`config.mk`:
```
export PLATFORM = sky130hd
export DESIGN_NAME = hwpf_stride_arb
export DESIGN_NICKNAME = d
export VERILOG_FILES = /design/src/rtl/hpdcache_pkg.sv /design/src/rtl/hwpf_stride_pkg.sv /design/src/rtl/hwpf_stride_rr_arb.sv /design/src/rtl/hwpf_stride_arb.sv
export SDC_FILE = /design/constraint.sdc
export NUM_CORES = 1
export LEC_CHECK = 0
export CAP_MARGIN = 10
export CORE_AREA = 3 3 168 170
export CTS_BUF_LIST = sky130_fd_sc_hd__clkbuf_4
export DETAILED_ROUTE_END_ITERATION = 12
export DIE_AREA = 0 0 171 173
export PLACE_DENSITY = 0.63
export SETUP_SLACK_MARGIN = 0.1
export SLEW_MARGIN = 15
export SYNTH_ARGS = -nofsm -noshare
export SYNTH_HDL_FRONTEND = slang
export SYNTH_HIERARCHICAL = 1
export SYNTH_SLANG_ARGS = --single-unit
```
`constraint.sdc`:
```
create_clock -name clk_i -period 5 [get_ports clk_i]
set_input_delay 0.5 -clock clk_i [delete_from_list [all_inputs] [get_ports clk_i]]
set_output_delay 0.5 -clock clk_i [all_outputs]
set_load 0.05 [all_outputs]
```
`src/rtl/hpdcache_pkg.sv`:
```
`default_nettype none
// =====================================================================
// Package : hpdcache_pkg
// Brief   : HPDcache request/response types shared by the prefetch path.
// Revision: 1.0
// =====================================================================
package hpdcache_pkg;

    localparam int unsigned HPDCACHE_PA_WIDTH           = 40;
    localparam int unsigned HPDCACHE_WORD_WIDTH         = 64;
    localparam int unsigned HPDCACHE_REQ_TRANS_ID_WIDTH = 6;

    typedef logic [HPDCACHE_REQ_TRANS_ID_WIDTH-1:0] hpdcache_req_tid_t;

    typedef struct packed {
        logic [HPDCACHE_PA_WIDTH-1:0] addr;
        logic [3:0]                   op;
        logic [2:0]                   size;
        logic                         need_rsp;
        hpdcache_req_tid_t            tid;
    } hpdcache_req_t;

    typedef struct packed {
        logic [HPDCACHE_WORD_WIDTH-1:0] rdata;
        hpdcache_req_tid_t              tid;
        logic                           error;
    } hpdcache_rsp_t;

endpackage
`default_nettype wire

```
`src/rtl/hwpf_stride_pkg.sv`:
```
`default_nettype none
// =====================================================================
// Package : hwpf_stride_pkg
// Brief   : Engine-id type and limits for the stride prefetcher array.
// Revision: 1.0
// =====================================================================
package hwpf_stride_pkg;

    localparam int unsigned HWPF_STRIDE_MAX_ENGINES = 16;

    typedef logic [3:0] hwpf_engine_id_t;

    // Next engine index, wrapping at n (n need not be a power of two).
    function automatic hwpf_engine_id_t hwpf_wrap_inc(input hwpf_engine_id_t id,
                                                      input int unsigned     n);
        if ((32'(id) + 32'd1) >= n) begin
            return '0;
        end
        return id + 4'd1;
    endfunction

endpackage
`default_nettype wire

```
`src/rtl/hwpf_stride_rr_arb.sv`:
```
`default_nettype none
// =====================================================================
// Module  : hwpf_stride_rr_arb
// Brief   : N-input round-robin arbiter, one-hot grant, pointer moves on accept.
// Revision: 1.0
// =====================================================================
module hwpf_stride_rr_arb
    import hwpf_stride_pkg::*;
#(
    parameter int unsigned NUM_REQ = 4
) (
    input  logic                 clk_i,
    input  logic                 rst_ni,
    input  logic [NUM_REQ-1:0]   req_i,
    input  logic                 accept_i,
    output logic [NUM_REQ-1:0]   gnt_o,
    output hwpf_engine_id_t      gnt_idx_o,
    output logic                 gnt_valid_o
);

    hwpf_engine_id_t ptr_q, ptr_d;
    hwpf_engine_id_t lo_idx, hi_idx;
    logic            lo_v, hi_v;

    // Scan downwards so the last hit is the lowest index: lo_* is the
    // lowest requester overall, hi_* the lowest one at or above the pointer.
    always_comb begin
        lo_idx = '0;
        hi_idx = '0;
        lo_v   = 1'b0;
        hi_v   = 1'b0;
        for (int i = int'(NUM_REQ) - 1; i >= 0; i--) begin
            if (req_i[i]) begin
                lo_v   = 1'b1;
                lo_idx = hwpf_engine_id_t'(i);
                if (i >= int'(ptr_q)) begin
                    hi_v   = 1'b1;
                    hi_idx = hwpf_engine_id_t'(i);
                end
            end
        end
    end

    assign gnt_valid_o = lo_v;
    assign gnt_idx_o   = hi_v ? hi_idx : lo_idx;

    for (genvar g = 0; g < int'(NUM_REQ); g++) begin : g_gnt
        assign gnt_o[g] = gnt_valid_o && (gnt_idx_o == hwpf_engine_id_t'(g));
    end

    always_comb begin
        ptr_d = ptr_q;
        if (accept_i && gnt_valid_o) begin
            ptr_d = hwpf_wrap_inc(gnt_idx_o, NUM_REQ);
        end
    end

    always_ff @(posedge clk_i or negedge rst_ni) begin
        if (!rst_ni) begin
            ptr_q <= '0;
        end else begin
            ptr_q <= ptr_d;
        end
    end

endmodule
`default_nettype wire

```
`src/rtl/hwpf_stride_arb.sv`:
```
`default_nettype none
// =====================================================================
// Module  : hwpf_stride_arb
// Brief   : Shares one HPDcache prefetch port among stride engines (RR, tid routing).
// Revision: 1.0
// =====================================================================
module hwpf_stride_arb
    import hpdcache_pkg::*;
    import hwpf_stride_pkg::*;
#(
    parameter int unsigned NUM_ENGINES  = 4,
    parameter int unsigned MAX_INFLIGHT = 0,
    parameter int unsigned CNT_WIDTH    = 8
) (
    input  logic                    clk_i,
    input  logic                    rst_ni,
    input  logic [NUM_ENGINES-1:0]  engine_req_valid_i,
    output logic [NUM_ENGINES-1:0]  engine_req_ready_o,
    input  hpdcache_req_t           engine_req_i [NUM_ENGINES],
    output logic [NUM_ENGINES-1:0]  engine_rsp_valid_o,
    output hpdcache_rsp_t           engine_rsp_o,
    output logic                    hpdcache_req_valid_o,
    input  logic                    hpdcache_req_ready_i,
    output hpdcache_req_t           hpdcache_req_o,
    input  logic                    hpdcache_rsp_valid_i,
    input  hpdcache_rsp_t           hpdcache_rsp_i,
    output logic                    busy_o,
    output logic                    rsp_tid_err_o
);

    localparam logic [CNT_WIDTH-1:0] CNT_MAX = {CNT_WIDTH{1'b1}};

    if ($clog2(NUM_ENGINES) > HPDCACHE_REQ_TRANS_ID_WIDTH) begin : g_chk_tid
        $error("hwpf_stride_arb: engine index does not fit in the request tid");
    end
    if ((NUM_ENGINES < 1) || (NUM_ENGINES > HWPF_STRIDE_MAX_ENGINES)) begin : g_chk_num
        $error("hwpf_stride_arb: NUM_ENGINES out of range");
    end
    if (64'(MAX_INFLIGHT) >= (64'd1 << CNT_WIDTH)) begin : g_chk_max
        $error("hwpf_stride_arb: MAX_INFLIGHT not representable in CNT_WIDTH");
    end

    logic                    obuf_valid_q, obuf_valid_d;
    hpdcache_req_t           obuf_q, obuf_d;
    hpdcache_req_t           sel_req;
    logic                    load_en;
    logic                    accept;
    logic [NUM_ENGINES-1:0]  eligible;
    logic [NUM_ENGINES-1:0]  gnt;
    hwpf_engine_id_t         gnt_idx;
    logic                    gnt_valid;
    logic [NUM_ENGINES-1:0]  cnt_nz;
    logic                    rsp_tid_in_range;
    logic                    tid_err_q, tid_err_d;

    // The buffer can take a new request when it is empty or draining this cycle.
    assign load_en = !obuf_valid_q || hpdcache_req_ready_i;
    assign accept  = load_en && gnt_valid;

    hwpf_stride_rr_arb #(
        .NUM_REQ     (NUM_ENGINES)
    ) u_rr_arb (
        .clk_i       (clk_i),
        .rst_ni      (rst_ni),
        .req_i       (eligible),
        .accept_i    (load_en),
        .gnt_o       (gnt),
        .gnt_idx_o   (gnt_idx),
        .gnt_valid_o (gnt_valid)
    );

    assign engine_req_ready_o = gnt & {NUM_ENGINES{load_en}};

    assign rsp_tid_in_range = 32'(hpdcache_rsp_i.tid) < NUM_ENGINES;
    assign engine_rsp_o     = hpdcache_rsp_i;

    for (genvar i = 0; i < int'(NUM_ENGINES); i++) begin : g_eng
        logic [CNT_WIDTH-1:0] cnt_q, cnt_d;
        logic                 inc, dec;

        assign engine_rsp_valid_o[i] = hpdcache_rsp_valid_i
                                     && (32'(hpdcache_rsp_i.tid) == 32'(i));

        assign inc       = accept && gnt[i];
        assign dec       = engine_rsp_valid_o[i] && (cnt_q != '0);
        assign cnt_nz[i] = (cnt_q != '0);

        if (MAX_INFLIGHT == 0) begin : g_nolim
            assign eligible[i] = engine_req_valid_i[i];
        end else begin : g_lim
            assign eligible[i] = engine_req_valid_i[i]
                               && (cnt_q < CNT_WIDTH'(MAX_INFLIGHT));
        end

        // A same-cycle issue and completion cancel out.
        always_comb begin
            cnt_d = cnt_q;
            if (inc && !dec) begin
                if (cnt_q != CNT_MAX) begin
                    cnt_d = cnt_q + CNT_WIDTH'(1);
                end
            end else if (dec && !inc) begin
                cnt_d = cnt_q - CNT_WIDTH'(1);
            end
        end

        always_ff @(posedge clk_i or negedge rst_ni) begin
            if (!rst_ni) begin
                cnt_q <= '0;
            end else begin
                cnt_q <= cnt_d;
            end
        end
    end

    // Forwarded request carries the granting engine's index as its tid.
    always_comb begin
        sel_req = '0;
        for (int i = 0; i < int'(NUM_ENGINES); i++) begin
            if (gnt[i]) begin
                sel_req = engine_req_i[i];
            end
        end
        sel_req.tid = hpdcache_req_tid_t'(gnt_idx);
    end

    always_comb begin
        obuf_valid_d = obuf_valid_q;
        obuf_d       = obuf_q;
        if (load_en) begin
            obuf_valid_d = gnt_valid;
            if (gnt_valid) begin
                obuf_d = sel_req;
            end
        end
    end

    assign tid_err_d = hpdcache_rsp_valid_i && !rsp_tid_in_range;

    always_ff @(posedge clk_i or negedge rst_ni) begin
        if (!rst_ni) begin
            obuf_valid_q <= 1'b0;
            obuf_q       <= '0;
            tid_err_q    <= 1'b0;
        end else begin
            obuf_valid_q <= obuf_valid_d;
            obuf_q       <= obuf_d;
            tid_err_q    <= tid_err_d;
        end
    end

    assign hpdcache_req_valid_o = obuf_valid_q;
    assign hpdcache_req_o       = obuf_q;
    assign busy_o               = obuf_valid_q || (|cnt_nz);
    assign rsp_tid_err_o        = tid_err_q;

endmodule
`default_nettype wire

```
==> impl_metrics.tcl, run 1 <==
set metrics [dict create \
    maxSlewViolCount 0 \
    critical_path.cell_chain "clkdlybuf4s50_1 -> or3b_1 -> a221oi_2 -> nor2_1 -> ha_1 -> nor2b_4 -> buf_4 -> and2_1 -> clkdlybuf4s50_1" \
    post-place-ws_ps 590 \
    global_route.overflow_total 0 \
    fillers 2846 \
    final_critical_path_setup_slack_ps 936 \
    syn_avg_cell_area_sq_um 8.84 \
    coreArea_sq_mm 0.0269 \
    yosysWarningCount 6 \
    final_min_period_over_clock_period_pct 81.3 \
    antenna_violating_nets_post_route 0 \
    power.density_cell_area_mw_per_mm2 588 \
    holdCritPathClass "flip-flop to flip-flop" \
    maxSlewHeadroom_pct 39.9 \
    grt_first_pass_wirelength_mm 32.5 \
    critical_path_buf_inv_count 3 \
    placement.io_buffers 274 \
    area_delta_synth_final_pct 40.3 \
    synth.top_cells.by_area "dfrtp_1 33%, a21oi_1 8.7%, buf_4 8.4%" \
    multi_input_area_sq_mm 0.00374 \
    fp.dieH_um 173 \
    p_total_mw 5.54 \
    global_route.usage.total_pct 13.8 \
    synth_flop_cell "dfrtp_1" \
    grt_antenna_before_repair 2 \
    maxCapViolations 0 \
    total_negative_setup_slack_ps 0 \
    clkLatencyLatePin_ps 490 \
    static-leakage-power_nw 3.62 \
    synth_area_leader_cell "dfrtp_1" \
    fp.dieArea_sq_mm 0.0296 \
    dr.pass1.iters 4 \
    cpMaxStageDelayCell "clkdlybuf4s50_1" \
    clock_tree_from_tritoncts "built" \
    htree_num_levels 3 \
    grt_max_degree 55 \
    layout-drive-gt1-share_pct 7.32 \
    ioPinCount 431 \
    cts_resized 0 \
    cp_slowest_stage_delay_ps 720 \
    totalWireLength_mm 21.4 \
    syn_inst 759 \
    fmax_achieved_mhz 246 \
    finalWorstPathRequiredPeriod_ps 4060 \
    clock_skew_ps 24.1 \
    post-cts-setup-buffer-count 0 \
    setup_viol 0 \
    outcome "finished, final reports clean" \
    drt-wirelength-per-cell_um 16.6 \
    cts_hold_repair.buffers 1 \
    grt_pass1_vias 6078 \
    path_delay_family "buffers and inverters" \
    yosysSeqAreaShare_pct 33.2 \
    critPathMaxFanout 50 \
    place_congestion 0.859 \
    worstSetupEndpointType "output port" \
    detailed_placer_s_ending_hpwl_mm 16.2 \
    wp_data_required_ps 4500 \
    clockBufferDepth 2 \
    placed_cells 1266 \
    critical-path-top-cell-by-count "clkdlybuf4s50_1" \
    number_of_synthesized_flops_with_an_enable_pin 0 \
    final_hold_fails 0 \
    rsz0062_at_grt "false" \
    clock-sinks 89 \
    async_flop_share_pct 100 \
    number_of_buffers_inserted_during_clock_tree_synthesis 9 \
    drt_iter0_drc 288 \
    synthesis.area_sq_mm 0.00671 \
    cts.reportedPaths.clkPinSlew_ps 160 \
    finish.cell_count_without_fillers 1285 \
    worstPathArrival_ps 3560 \
    yosys.area.top_type_share_pct 33.2 \
    max-vdd-ir-drop_mv 0.244 \
    setup.worst_path.start_class "input port" \
    finalNetCount 1265 \
    vias_per_cell 4.79 \
    initial_cell_density_of_the_core_pct 25.0 \
    detail_route.drc_violations 0 \
    worst-setup-path-type "input port to output port" \
    synth_seq_cells 89 \
    netlist-cell-type-count 58 \
    dr_total_vias 6153 \
    worst-slew-pin-transition_ps 895 \
    seqCellArea_sq_mm 0.00223 \
    root_buffer "clkbuf_4" \
    fp.dieW_um 171 \
    num_rows 60 \
]
through the flow:
| step | hold slack [ps] | utilization [%] | instance area (sq um) |
|---|---|---|---|
| 6_report | 508 | 35.0 | 9410 |
| 5_1_grt | 537 | 35.0 | 9410 |
| 4_1_cts | 512 | 35.0 | 9410 |
| 3_5_place_dp | 485 | 34.4 | 9260 |
| 3_3_place_gp | 482 | 34.4 | 9260 |
| 2_1_floorplan | 204 | - | 6720 |
per-layer routing:
| metal | track usage, % | part of all wire (%) |
|---|---|---|
| met1 | 17.0 | 43 |
| met2 | 23.7 | 49 |
| met3 | 4.34 | 6.8 |
| met4 | 2.95 | 1.1 |
| met5 | 0 | 0 |
final cells by class:
class | instances | share of cell area (%)
inverter | 10 | 0.399
clock inverter | 7 | 0.784
sequential | 89 | 23.7
timing repair buffer | 286 | 30.1
multi-input combinational | 541 | 39.8
antenna | 2 | 0.0532
clock buffer | 9 | 0.718
tap | 341 | 4.53
kinds of logic (layout without fill, tap and decap cells):
group	after synthesis	in the layout	share of synthesized area, %
flip-flops	89	89	33.2
XOR/XNOR	27	27	3.53
adder cells (fa/ha/maj)	33	33	6.60
other	2	6	0.112
multiplexers	33	33	5.78
AO/OA/AOI/OAI	202	202	19.5
buffers and inverters	131	312	11.7
AND/OR/NAND/NOR	242	242	19.6
power by group:
group          switching (mW)  internal, mW  total [mW]
Clock                   0.288         0.157       0.446
Sequential              0.278          1.05        1.33
Combinational            2.19          1.57        3.76
Total                    2.75          2.78        5.54
worst paths after layout:
check | slack [ps] | endpoint | depth (start not counted) | startpoint
max reg2reg | 1390 | g_eng[1].cnt_q[5]$_DFFE_PN0P_ | 13 | u_rr_arb/ptr_q[1]$_DFFE_PN0P_
min reg2reg | 510 | g_eng[2].cnt_q[7]$_DFFE_PN0P_ | 1 | g_eng[2].cnt_q[7]$_DFFE_PN0P_
min | 510 | g_eng[2].cnt_q[7]$_DFFE_PN0P_ | 1 | g_eng[2].cnt_q[7]$_DFFE_PN0P_
min in group asynchronous | 550 | hpdcache_req_o[31]$_DFFE_PN0N_ | 2 | rst_ni
max in group asynchronous | 3350 | g_eng[2].cnt_q[5]$_DFFE_PN0P_ | 3 | rst_ni
max | 940 | engine_req_ready_o[2] | 9 | engine_req_valid_i[3]
synthesized netlist by cell type, types with 2 or more instances:
master and instances:
o31ai_1 5, and2_1 7, nor2_4 3, nor2_1 58, nand3_1 7, a211oi_1 2
a221oi_1 48, nor2_2 3, nand2b_1 4, nor2b_1 57, clkbuf_1 36, nor3_1 49
xnor2_1 19, dfrtp_1 89, fa_1 4, o2111a_1 2, mux2_2 11, xor2_1 8
nand2_1 18, buf_2 2, a21oi_1 116, nor4_1 5, buf_1 7, ha_1 29
o211ai_1 4, o21ai_0 7, inv_1 10, o21a_1 4, buf_4 75, a21o_1 5
or4_1 6, or2_2 2, a211oi_2 2, nand4_1 10, nand3b_1 2, conb_1 2
mux2i_1 5, mux2_4 6, mux2_1 11
cells in the final DEF, fill, tap and decap left out, types with 5 or more instances in the layout:
master	count
clkdlybuf4s50_1	273
nor2b_1	53
buf_4	12
nand2_1	18
xnor2_1	19
a221oi_1	48
clkbuf_4	9
mux2_2	11
mux2_4	6
mux2_1	11
o31ai_1	5
a21oi_1	116
or4_1	6
dfrtp_1	89
nand4_1	10
nor3_1	49
nor2_1	58
mux2i_1	5
nand3_1	7
and2_1	6
a21o_1	5
o21ai_0	7
ha_1	29
inv_1	10
xor2_1	8
state kept, by name, indices dropped and copies added (netlist names):
register	count
rsp_tid_err_o	1
u_rr_arb/ptr_q	3
hpdcache_req_o	52
hpdcache_req_valid_o	1
g_eng.cnt_q	32
Note: power is estimated with default switching activity, not from simulation.
==> run 2, diff against run 1 <==
--- a/config.mk
+++ b/config.mk
@@ -10,7 +10,7 @@
 export CTS_BUF_LIST = sky130_fd_sc_hd__clkbuf_4
 export DETAILED_ROUTE_END_ITERATION = 12
 export DIE_AREA = 0 0 171 173
-export PLACE_DENSITY = 0.63
+export PLACE_DENSITY = 0.66
 export SETUP_SLACK_MARGIN = 0.1
 export SLEW_MARGIN = 15
 export SYNTH_ARGS = -nofsm -noshare
==> constraint.sdc (replaced) <==
create_clock -name clk_i -period 3.3 [get_ports clk_i]
set_input_delay 0.33 -clock clk_i [delete_from_list [all_inputs] [get_ports clk_i]]
set_output_delay 0.33 -clock clk_i [all_outputs]
set_load 0.05 [all_outputs]
==> run 2 against run 1 <==
  * Hold slack worse by 140 ps
  * Total power is 68% higher
  * Routed wire length is 4.9% higher
  * Clock-buffer cell count stayed put
  * Sequential power is 55% higher
  * Cell count is 4.8% higher
  * Global-route usage is 0.36 points higher
  * Non-clock buffer count is 63 higher
  * Core utilization is 3.0 points higher
  * Register-to-register slack worse by 1200 ps
  * Combinational power is 76% higher
  * Critical endpoint is now g_eng[3].cnt_q[7]$_DFFE_PN0P_
  * Largest power group unchanged
==> impl_metrics.tcl, run 2 (same netlist as run 1, synthesis figures left out) <==
set metrics [dict create \
    initial_cell_density_of_the_core_pct 25.0 \
    total_negative_setup_slack_ps 0 \
    fp.dieW_um 171 \
    global_route.overflow_total 0 \
    clock_skew_ps 12.0 \
    grt_pass1_vias 6325 \
    fillers 2733 \
    wp_data_required_ps 3700 \
    crit_start "engine_req_valid_i[1]" \
    dr.pass1.iters 4 \
    p_total_mw 9.28 \
    finalHoldWorstSlack_ps 364 \
    critPathMaxFanout 8 \
    rsz0062_at_grt "true" \
    static-leakage-power_nw 4.02 \
    fin_util_pct 38.0 \
    detailed_placer_s_ending_hpwl_mm 16.6 \
    fp.dieArea_sq_mm 0.0296 \
    htree_num_levels 3 \
    place_congestion 0.838 \
    layout-drive-gt1-share_pct 17.0 \
    crit_path_end "g_eng[3].cnt_q[7]$_DFFE_PN0P_" \
    maxSlewViolCount 0 \
    final_min_period_over_clock_period_pct 94.4 \
    maxSlewHeadroom_pct 48.4 \
    largest_reg_flops 52 \
    finalWorstPathRequiredPeriod_ps 3120 \
    finalNetCount 1328 \
    maxCapViolations 0 \
    worst_r2r_path_depth 14 \
    final_hold_fails 0 \
    number_of_buffers_inserted_during_clock_tree_synthesis 9 \
    placed_cells 1326 \
    clockBufferDepth 2 \
    worst_r2r_startpoint "u_rr_arb/ptr_q[1]$_DFFE_PN0P_" \
    vias_per_cell 4.83 \
    clock_tree_from_tritoncts "built" \
    global_route.usage.total_pct 14.2 \
    layout.cells.most_common_list "265 x clkdlybuf4s50_1, 109 x a21oi_1, 88 x dfrtp_1" \
    worst-slew-pin-transition_ps 775 \
    worstPathArrival_ps 3520 \
    commonest_non_fill_non_tap_cell_in_the_layout "clkdlybuf4s50_1" \
    totalWireLength_mm 22.4 \
    post_dp_cell_area_sq_mm 0.00980 \
    holdCritPathClass "input port to flip-flop" \
    clkLatencyLatePin_ps 460 \
    dr_total_vias 6500 \
    grt_max_degree 80 \
    power.density_cell_area_mw_per_mm2 909 \
    worst-setup-path-type "input port to flip-flop" \
    setup_viol 0 \
    root_buffer "clkbuf_4" \
    post-route-cell-area_sq_mm 0.0102 \
    cts.reportedPaths.clkPinSlew_ps 150 \
    setup.worst_path.start_class "input port" \
    fmax_achieved_mhz 321 \
    clock-sinks 89 \
    r2r_setup_slack_ps 190 \
    num_rows 60 \
    antenna_violating_nets_post_route 0 \
    placement.io_buffers 274 \
    finish.cell_count_without_fillers 1347 \
    min_delay_path_depth 5 \
    drt_iter0_drc 230 \
    outcome "finished, final reports clean" \
    max-vdd-ir-drop_mv 0.360 \
    grt_antenna_before_repair 2 \
    detail_route.drc_violations 0 \
    area_delta_synth_final_pct 52.2 \
    worstSetupEndpointType "flip-flop" \
    ioPinCount 431 \
    grt_first_pass_wirelength_mm 33.8 \
    critical_path.reg2reg.endpoint "g_eng[3].cnt_q[6]$_DFFE_PN0P_" \
    final_critical_path_setup_slack_ps 184 \
    fp.dieH_um 173 \
    post-place-ws_ps -424 \
    coreArea_sq_mm 0.0269 \
    drt-wirelength-per-cell_um 16.7 \
]
==> run 2: repair_timing <==
item / CTS / global route
hold endpoints to repair: 0 / 78
pin swaps: 0 / 14
setup endpoints to repair: 8 / 27
gates resized for setup: 6 / 41
cloned: 0 / 1
setup buffers: 0 / 2
hold buffers: 0 / 1
==> run 2: final cells by class <==
| cell class | count | area, sq um | area share, % |
|---|---|---|---|
| clock buffer | 9 | 67.6 | 0.662 |
| multi-input combinational | 541 | 3990 | 39.1 |
| antenna | 1 | 2.50 | 0.0245 |
| timing repair buffer | 349 | 3410 | 33.4 |
| clock inverter | 7 | 47.5 | 0.466 |
| tap | 341 | 427 | 4.18 |
| sequential | 89 | 2230 | 21.8 |
| inverter | 10 | 37.5 | 0.368 |
==> run 2: critical path, cell delays in order <==
cell	delay [ps]
clkdlybuf4s50_1	420
or3b_4	400
a221oi_4	280
or2_1	160
buf_4	110
ha_1	150
nor2b_4	150
nand2_1	50
or2_4	310
ha_4	250
a21oi_1	170
a21oi_1	110
and3b_1	250
mux2i_1	220
xnor2_1	130
==> run 2: metal layers <==
layer	GRT usage (%)	wire length (um)
met1	18.0	9440
met2	23.8	11000
met3	3.98	1620
met4	3.59	316
met5	0	0
==> run 2: worst min-delay path by stage <==
stage                                  start                             end  slack (ps)
6_report               engine_req_valid_i[3]   u_rr_arb/ptr_q[0]$_DFFE_PN0P_         360
5_1_grt                engine_req_valid_i[3]   u_rr_arb/ptr_q[0]$_DFFE_PN0P_         390
4_1_cts                               rst_ni  hpdcache_req_o[42]$_DFFE_PN0N_          60
3_5_place_dp   g_eng[3].cnt_q[7]$_DFFE_PN0P_   g_eng[3].cnt_q[7]$_DFFE_PN0P_         480
3_3_place_gp   g_eng[0].cnt_q[7]$_DFFE_PN0P_   g_eng[0].cnt_q[7]$_DFFE_PN0P_         480
2_1_floorplan                         rst_ni   g_eng[0].cnt_q[0]$_DFFE_PN0P_          30
==> run 2: power breakdown <==
| part | internal, mW | leakage, nW | switching [mW] |
|---|---|---|---|
| Clock | 0.154 | 0.0633 | 0.434 |
| Sequential | 1.60 | 1.04 | 0.464 |
| Combinational | 3.05 | 2.91 | 3.58 |
| Total | 4.80 | 4.02 | 4.48 |
